File: src/rtl/bus_arbiter_pkg.sv
// Shared encodings for the directional bus arbiter and its NodeIO peers.
package bus_arbiter_pkg;

  localparam int unsigned CTRL_W = 3;
  localparam logic [CTRL_W-1:0] CTRL_TX   = 3'b100;
  localparam logic [CTRL_W-1:0] CTRL_RX   = 3'b010;
  localparam logic [CTRL_W-1:0] CTRL_BYP  = 3'b001;
  localparam logic [CTRL_W-1:0] CTRL_IDLE = 3'b000;

  typedef enum logic [1:0] {
    ST_IDLE = 2'd0,
    ST_TX   = 2'd1,
    ST_PROP = 2'd2,
    ST_COOL = 2'd3
  } state_t;

  // Request slice layout is {valid, dest[digits-1:0]}.
  localparam int unsigned REQ_DEST_LSB = 0;

  function automatic int unsigned req_slice_w(int unsigned digits);
    return digits + 1;
  endfunction

  function automatic int unsigned req_valid_ofs(int unsigned digits);
    return digits;
  endfunction

endpackage

File: src/rtl/bus_arbiter_if.sv
// Request/control bundle between the arbiter and the NodeIO ports of one bus segment.
interface bus_arbiter_if
  import bus_arbiter_pkg::*;
#(
  parameter int unsigned NODE_COUNT       = 8,
  parameter int unsigned NODE_COUNT_DIGIT = 3,
  parameter int unsigned DROP_CNT_W       = 8
);

  logic [NODE_COUNT*(NODE_COUNT_DIGIT+1)-1:0] request_in;
  logic [NODE_COUNT*CTRL_W-1:0]               control_out;
  logic                                       busy;
  logic [NODE_COUNT_DIGIT-1:0]                grant_node;
  logic [DROP_CNT_W-1:0]                      drop_count;

  modport master (
    input  request_in,
    output control_out, busy, grant_node, drop_count
  );

  modport slave (
    output request_in,
    input  control_out, busy, grant_node, drop_count
  );

endinterface

File: src/rtl/bus_arbiter_rr_picker.sv
// Round-robin priority search: first set request after ptr, wrapping at NODE_COUNT-1.
module rr_picker #(
  parameter int unsigned NODE_COUNT       = 8,
  parameter int unsigned NODE_COUNT_DIGIT = 3
) (
  input  logic [NODE_COUNT-1:0]       req,
  input  logic [NODE_COUNT_DIGIT-1:0] ptr,
  output logic                        found,
  output logic [NODE_COUNT_DIGIT-1:0] idx
);

  logic [NODE_COUNT_DIGIT-1:0] cand;

  always_comb begin
    found = 1'b0;
    idx   = '0;
    cand  = '0;
    for (int unsigned k = 1; k <= NODE_COUNT; k++) begin
      cand = NODE_COUNT_DIGIT'((32'(ptr) + k) % NODE_COUNT);
      if (!found && req[cand]) begin
        found = 1'b1;
        idx   = cand;
      end
    end
  end

endmodule

File: src/rtl/bus_arbiter.sv
// Single-transfer arbiter for one directional bus segment: grants a source,
// then walks Tx / bypass / Rx control codes hop by hop to the destination.
module bus_arbiter
  import bus_arbiter_pkg::*;
#(
  parameter int unsigned NODE_COUNT       = 8,
  parameter int unsigned NODE_COUNT_DIGIT = 3,
  parameter int unsigned DIRECTION        = 0,
  parameter int unsigned DROP_CNT_W       = 8
) (
  input logic           clk,
  input logic           reset,
  bus_arbiter_if.master bus
);

  localparam int unsigned D    = NODE_COUNT_DIGIT;
  localparam int unsigned RW   = req_slice_w(D);
  localparam int unsigned VOFS = req_valid_ofs(D);
  localparam int unsigned SW   = DROP_CNT_W + D + 1;

  state_t state, state_nx;

  logic [D-1:0] src, src_nx;
  logic [D-1:0] dst, dst_nx;
  logic [D-1:0] h, h_nx;
  logic [D-1:0] rr_ptr, rr_ptr_nx;
  logic [D-1:0] hops;
  logic [D-1:0] node;

  logic [D-1:0]          req_dest [NODE_COUNT];
  logic [NODE_COUNT-1:0] req_vld;
  logic [NODE_COUNT-1:0] legal_req;
  logic [D:0]            n_drop;
  logic [SW-1:0]         drop_sum;
  logic [DROP_CNT_W-1:0] drop_nx;

  logic         found;
  logic [D-1:0] pick;

  logic [NODE_COUNT*CTRL_W-1:0] ctrl_nx;
  logic                         busy_nx;
  logic [D-1:0]                 grant_nx;

  // Illegal requests (wrong direction or self-addressed) are masked and counted.
  always_comb begin
    legal_req = '0;
    req_vld   = '0;
    n_drop    = '0;
    for (int unsigned n = 0; n < NODE_COUNT; n++) begin
      req_dest[n] = bus.request_in[n*RW + REQ_DEST_LSB +: D];
      req_vld[n]  = bus.request_in[n*RW + VOFS];
      if (DIRECTION == 0) legal_req[n] = req_vld[n] && (req_dest[n] > D'(n));
      else                legal_req[n] = req_vld[n] && (req_dest[n] < D'(n));
      if (req_vld[n] && !legal_req[n]) n_drop = n_drop + 1'b1;
    end
  end

  rr_picker #(
    .NODE_COUNT       (NODE_COUNT),
    .NODE_COUNT_DIGIT (D)
  ) u_rr_picker (
    .req   (legal_req),
    .ptr   (rr_ptr),
    .found (found),
    .idx   (pick)
  );

  assign hops     = (DIRECTION == 0) ? (dst - src) : (src - dst);
  assign drop_sum = SW'(bus.drop_count) + SW'(n_drop);

  always_ff @(posedge clk or negedge reset) begin
    if (!reset) state <= ST_IDLE;
    else        state <= state_nx;
  end

  always_comb begin
    state_nx  = state;
    src_nx    = src;
    dst_nx    = dst;
    h_nx      = h;
    rr_ptr_nx = rr_ptr;
    drop_nx   = bus.drop_count;
    unique case (state)
      ST_IDLE: begin
        if (|drop_sum[SW-1:DROP_CNT_W]) drop_nx = '1;
        else                            drop_nx = drop_sum[DROP_CNT_W-1:0];
        if (found) begin
          state_nx  = ST_TX;
          src_nx    = pick;
          dst_nx    = req_dest[pick];
          rr_ptr_nx = pick;
        end
      end
      ST_TX: begin
        state_nx = ST_PROP;
        h_nx     = D'(1);
      end
      ST_PROP: begin
        if (h == hops) begin
          state_nx = ST_COOL;
          h_nx     = '0;
        end else begin
          h_nx = h + 1'b1;
        end
      end
      ST_COOL: state_nx = ST_IDLE;
      default: state_nx = ST_IDLE;
    endcase
  end

  // Outputs are decoded from the next state and registered, so each control
  // code appears in the same cycle as the state it belongs to.
  always_comb begin
    ctrl_nx  = '0;
    busy_nx  = (state_nx != ST_IDLE);
    grant_nx = bus.grant_node;
    node     = '0;
    unique case (state_nx)
      ST_TX: begin
        ctrl_nx[src_nx*CTRL_W +: CTRL_W] = CTRL_TX;
        grant_nx                         = src_nx;
      end
      ST_PROP: begin
        node = (DIRECTION == 0) ? (src_nx + h_nx) : (src_nx - h_nx);
        ctrl_nx[node*CTRL_W +: CTRL_W] = (h_nx == hops) ? CTRL_RX : CTRL_BYP;
      end
      default: ctrl_nx = '0;
    endcase
  end

  always_ff @(posedge clk or negedge reset) begin
    if (!reset) begin
      src             <= '0;
      dst             <= '0;
      h               <= '0;
      rr_ptr          <= D'(NODE_COUNT - 1);
      bus.control_out <= '0;
      bus.busy        <= 1'b0;
      bus.grant_node  <= '0;
      bus.drop_count  <= '0;
    end else begin
      src             <= src_nx;
      dst             <= dst_nx;
      h               <= h_nx;
      rr_ptr          <= rr_ptr_nx;
      bus.control_out <= ctrl_nx;
      bus.busy        <= busy_nx;
      bus.grant_node  <= grant_nx;
      bus.drop_count  <= drop_nx;
    end
  end

endmodule

File: src/flat_wrapper.sv
// flat-port wrapper written by rule: the top's interface ports become plain ports
module bus_arbiter_flat import bus_arbiter_pkg::*;
#(
  parameter int unsigned NODE_COUNT       = 8,
  parameter int unsigned NODE_COUNT_DIGIT = 3,
  parameter int unsigned DIRECTION        = 0,
  parameter int unsigned DROP_CNT_W       = 8
)
  (clk, reset, bus_request_in, bus_control_out, bus_busy, bus_grant_node, bus_drop_count);
  bus_arbiter_if #(.NODE_COUNT(NODE_COUNT), .NODE_COUNT_DIGIT(NODE_COUNT_DIGIT), .DROP_CNT_W(DROP_CNT_W)) bus_i ();
  input logic clk;
  input logic reset;
  input wire logic [$bits(bus_i.request_in)-1:0] bus_request_in;
  output wire logic [$bits(bus_i.control_out)-1:0] bus_control_out;
  output wire logic [$bits(bus_i.busy)-1:0] bus_busy;
  output wire logic [$bits(bus_i.grant_node)-1:0] bus_grant_node;
  output wire logic [$bits(bus_i.drop_count)-1:0] bus_drop_count;
  assign bus_i.request_in = bus_request_in;
  assign bus_control_out = bus_i.control_out;
  assign bus_busy = bus_i.busy;
  assign bus_grant_node = bus_i.grant_node;
  assign bus_drop_count = bus_i.drop_count;
  bus_arbiter #(.NODE_COUNT(NODE_COUNT), .NODE_COUNT_DIGIT(NODE_COUNT_DIGIT), .DIRECTION(DIRECTION), .DROP_CNT_W(DROP_CNT_W)) u_core (.clk(clk), .reset(reset), .bus(bus_i));
endmodule
File: config.mk
export PLATFORM = sky130hd
export DESIGN_NAME = bus_arbiter_flat
export DESIGN_NICKNAME = d
export VERILOG_FILES = /design/src/rtl/bus_arbiter_pkg.sv /design/src/rtl/bus_arbiter_if.sv /design/src/rtl/bus_arbiter_rr_picker.sv /design/src/rtl/bus_arbiter.sv /design/src/flat_wrapper.sv
export SDC_FILE = /design/constraint.sdc
export NUM_CORES = 1
export LEC_CHECK = 0
export BUFFER_PORTS_ARGS = -buffer_cell sky130_fd_sc_hd__buf_2
export CORE_ASPECT_RATIO = 1.75
export CORE_MARGIN = 5
export CORE_UTILIZATION = 55
export DETAILED_ROUTE_END_ITERATION = 10
export MAX_ROUTING_LAYER = met4
export PLACE_DENSITY = 0.79
export SLEW_MARGIN = 5
export SYNTH_ARGS = -nofsm -noshare
export SYNTH_HDL_FRONTEND = slang
export SYNTH_SLANG_ARGS = --single-unit
File: constraint.sdc
create_clock -name clk -period 13.96 [get_ports clk]
set_input_delay 2.094 -clock clk [delete_from_list [all_inputs] [get_ports clk]]
set_output_delay 2.094 -clock clk [all_outputs]
set_load 0.05 [all_outputs]
==> results of run 1 <==
-- state kept, by name (all words and copies together), names as in the netlist --
| name | count |
|---|---|
| u_core.bus.control_out | 24 |
| u_core.bus.drop_count | 8 |
| u_core.bus.grant_node | 3 |
| u_core.dst | 3 |
| u_core.h | 3 |
| u_core.rr_ptr | 3 |
| u_core.src | 3 |
| u_core.state | 2 |
| u_core.bus.busy | 1 |
-- cells in the final DEF, fill, tap and decap left out, drive strengths merged, types with 16 or more instances in the layout --
cell and count:
o21ai 19, nor3 16, mux2 17, ha 27, inv 25, xnor2 16
a21oi 23, buf 66, nand2 26, dfrtp 47, nor2 38
-- stage by stage --
step	instances	worst slack (ps)	util
floorplan	408	7002	-
global placement	549	6699	0.6138
detailed placement	549	6552	0.6138
CTS	557	6851	0.6355
global route	557	6572	0.6355
finish	557	6861	0.6355
-- final cells by class --
class	count	area [µm²]
well taps	84	105.1
clock inverters	1	5.005
inverters	26	98.84
multi-input cells	323	2389
repair buffers	66	330.3
fillers	603	2481
flip-flops and latches	50	1255
clock buffers	7	142.6
-- worst paths after layout --
check,endpoint,slack [ps],cells after the start
worst max-delay path,u_core.bus.drop_count[7]$_DFFE_PN0N_,6860,24
worst min-delay path,u_core.bus.grant_node[1]$_DFFE_PN0P_,520,1
worst max register to register,u_core.bus.control_out[6]$_DFF_PN0_,7930,18
worst min register to register,u_core.bus.grant_node[1]$_DFFE_PN0P_,520,1
max in group asynchronous,u_core.bus.control_out[14]$_DFF_PN0_,11260,1
min in group asynchronous,u_core.bus.drop_count[0]$_DFFE_PN0N_,2000,1
-- kinds of logic after synthesis --
group                    Yosys count
AO/OA/AOI/OAI                     93
XOR/XNOR                          31
adder cells (fa/ha/maj)           30
buffers and inverters             35
flip-flops                        50
multiplexers                      31
AND/OR/NAND/NOR                  138
-- routing by layer --
metal,global-route usage,routed length [µm],up-vias,part of all wire
met5,-,0,-,0
met4,0.1224,357,0,0.038
met3,0.03018,357,26,0.038
met2,0.4316,5357,102,0.57
met1,0.2228,3271,1588,0.35
li1,-,-,1608,-
-- critical path: stages --
cell	delay [ps]
buf_2	100
a21oi_1	470
nand2_1	200
xor2_1	250
inv_1	70
ha_1	260
mux2_2	280
ha_1	300
mux2_2	270
ha_1	280
mux2_2	290
ha_1	320
nor2_1	110
nor2_1	60
ha_1	280
mux2_2	300
ha_1	270
a21o_1	150
a21oi_1	200
inv_1	60
a21oi_1	140
nor2_1	80
nand3_1	90
mux2_2	330
==> impl_metrics.toml, run 1 <==
[outcome]
status = "finished, final reports clean"

[synthesis]
ys_types = 70
avgSynthCellArea_um2 = 9.289
synthAdderAreaFrac = 0.1050
ys_seq_area_frac = 0.3311
synth_top_cell_by_area = "dfrtp_1"
ys_ff_latch = 50
synth_top_area_share = 0.3103
yosys.area_share.xor_xnor = 0.08022
synth_nets = 472
synth-compound-area-share = 0.1661
synth_top_family_by_area = "simple AND/OR/NAND/NOR gates"
ys_top_cells_by_area = "dfrtp_1 31%, ha_1 8.9%, mux2_2 4.8%"
synthMuxAreaShare = 0.09178
synthArstFlopShare = 1.000
synth.most_common_cell = "dfrtp_1"
synthCells = 408
netlist_area_mm2 = 0.003790
ys.flop_type = "dfrtp_1"
synth-edff-count = 0
ys_warn_count = 0
synth_common_cells = "47 x dfrtp_1, 38 x nor2_1, 27 x ha_1, 26 x nand2_1, 24 x inv_1"
synth-simple-area-share = 0.1872

[timing]
worst_pin_slew_ps = 1114
fmax_mhz = 140.9
period_share = 0.5085
max_slew_margin = 0.2575
final_max_slew_viol_count = 0
setup_violations = 0
hold_viol_final = 0
holdWs_ps = 523.1
final.setup.tns_ps = 0
rsz0062_at_grt = "false"
period_needed_ps = 7099
skew_ps = 4.827

[placement]
hpwl_um = 7353
io_buffers = 66
gp_congestion = 0.9637
placed_area_mm2 = 0.004178

[routing]
wl_per_cell_um = 16.77
ant_nets = 0
firstDrtPassIters = 5
drt_iter0_markers = 208
wl_um = 9343
drc = 0
dr_total_vias = 3324
vias_per_cell = 5.968

[global_routing]
track_usage = 0.2320
antenna_found_initial = 0
first_global_vias = 3448
grt_pass1_wl_um = 15620
grt_overflow_total = 0
grt_max_degree = 51

[die]
start_util = 0.5568
row_count = 40
core_mm2 = 0.006807
io_pins = 70
die_area_mm2 = 0.008716
chipWidth_um = 72.75
die_h_um = 119.8

[worst_setup_path]
r2r_start = "u_core.rr_ptr[0]$_DFFE_PN1P_"
criticalPathCategory = "in -> reg"
cp_max_fo = 6
crit_start = "bus_request_in[8]"
arrival_ps = 7270
cp-start-kind = "input pin"
cp.required_ps = 14130
cp-end-kind = "register"

[clocking]
cts_htree_levels = 2
clock-sinks = 50
cts_max_path_buffers = 2
cts_made_buffers = 5
clk_pin_slew_ps = 60
cts_resized = 0
cts_tree = "yes"
ctsRootBufferMaster = "clkbuf_16"
ctsHoldBuffers = 0
insertion_delay_ps = 290
post-cts-setup-buffers = 0

[final_layout]
layout.nets = 536
final_area_mm2 = 0.004325
syn2layout_area_growth_pct = 14.13
drive_gt1_frac = 0.2220
n_antenna_cell = 0

[worst_hold_path]
min_from = "u_core.bus.grant_node[1]$_DFFE_PN0P_"
min_path_type = "reg -> reg"

[run]
maxCapViolCount = 0
Power of run 1 is left out: the tool's default activity adds up to more than one toggle a clock period on the data nets, which glitch-free logic cannot reach.
==> run 2, diff against run 1 <==
Settings changed: CORE_UTILIZATION 55 to 51, PLACE_DENSITY 0.79 to 0.77.
Clock period 13.96 ns to 6.41 ns, I/O delays scaled along.
==> run 2 against run 1 <==
Sequential share of layout area fell by 0.51 points; first-iteration DRC count fell by 14%; cell area rose by 1.8%.
==> impl_metrics.toml, run 2 (same netlist as run 1, synthesis figures left out) <==
[placement]
hpwl_um = 7317
gp_congestion = 0.8987
io_buffers = 66

[routing]
dr_total_vias = 3355
drt_iter0_markers = 179
ant_nets = 0
firstDrtPassIters = 4
wl_um = 9291
drc = 0
vias_per_cell = 5.938
wl_per_cell_um = 16.44

[clocking]
clock-sinks = 50
cts_htree_levels = 2
ctsHoldBuffers = 0
cts_max_path_buffers = 2
cts_made_buffers = 5
ctsRootBufferMaster = "clkbuf_16"
cts_tree = "yes"
post-cts-setup-buffers = 0
clk_pin_slew_ps = 70
insertion_delay_ps = 300
cts_resized = 0

[final_layout]
layout.nets = 542
registers.top_by_ff_count = "u_core.bus.control_out"
drive_gt1_frac = 0.2338
largest_reg_flops = 24
syn2layout_area_growth_pct = 16.18
n_antenna_cell = 0
reg.largest.list = "u_core.bus.control_out: 24 flops, u_core.bus.drop_count: 8 flops"
final_common_cell = "buf_2"
layout_common_cells = "66 x buf_2, 47 x dfrtp_1, 38 x nor2_1, 27 x ha_1, 26 x nand2_1"

[die]
die_h_um = 124.0
start_util = 0.5240
row_count = 41
core_mm2 = 0.007233
io_pins = 70
die_area_mm2 = 0.009323
chipWidth_um = 75.17

[worst_setup_path]
cp-start-kind = "input pin"
cp_max_fo = 3
max_stage_delay_ps = 340
crit_top_cell = "ha_1"
crit_slowest_cell = "mux2_2"
cp-end-kind = "register"
arrival_ps = 6070
criticalPathCategory = "in -> reg"
cp.required_ps = 6590
cp_num_buf_inv = 3
crit_family = "adder cells"

[timing]
max_slew_margin = 0.2857
skew_ps = 6.481
period_share = 0.9202
period_needed_ps = 5899
setup_violations = 0
final_max_slew_viol_count = 0
final.setup.tns_ps = 0
worst_pin_slew_ps = 1071
fmax_mhz = 169.5
rsz0062_at_grt = "false"
hold_viol_final = 0

[global_routing]
grt_max_degree = 51
first_global_vias = 3473
antenna_found_initial = 0
track_usage = 0.2184
grt_pass1_wl_um = 15300
grt_overflow_total = 0

[run]
maxCapViolCount = 0

[worst_hold_path]
min_path_type = "reg -> reg"

[outcome]
status = "finished, final reports clean"
## run 2: routing by layer
layer / wire, µm / GRT usage / up-vias
li1: - / - / 1616
met1: 3203 / 0.2039 / 1615
met2: 5346 / 0.4088 / 96
met3: 361 / 0.03877 / 28
met4: 380 / 0.1105 / 0
met5: 0 / - / -
## run 2: through the flow
step,hold WS [ps],cells,setup WS (ps),utilization,cell area [µm²]
2_1_floorplan,506.1,408,584.6,-,3790
3_3_place_gp,500.6,557,331.9,0.5842,4225
3_5_place_dp,498.7,557,180.9,0.5842,4225
4_1_cts,514.2,565,488.0,0.6087,4403
5_1_grt,535.9,565,163.4,0.6087,4403
6_report,510.4,565,511.2,0.6087,4403
## run 2: final cells by class
cell class	instances	area (µm²)
Sequential cell	50	1255
Tap cell	86	107.6
Timing Repair Buffer	72	375.4
Multi-Input combinational cell	323	2389
Clock inverter	2	38.79
Inverter	26	98.84
Fill cell	621	2830
Clock buffer	6	138.9
## run 2: final timing paths
check	slack, ps	depth (start not counted)	to	from
max in group asynchronous	4890	1	u_core.bus.control_out[8]$_DFF_PN0_	reset
max	510	25	u_core.bus.drop_count[7]$_DFFE_PN0N_	bus_request_in[0]
min	510	1	u_core.bus.grant_node[1]$_DFFE_PN0P_	u_core.bus.grant_node[1]$_DFFE_PN0P_
min in group asynchronous	860	1	u_core.bus.drop_count[6]$_DFFE_PN0N_	reset
min reg2reg	510	1	u_core.bus.grant_node[1]$_DFFE_PN0P_	u_core.bus.grant_node[1]$_DFFE_PN0P_
max reg2reg	730	20	u_core.bus.control_out[6]$_DFF_PN0_	u_core.rr_ptr[0]$_DFFE_PN1P_
Power of run 2 is left out for the same reason.
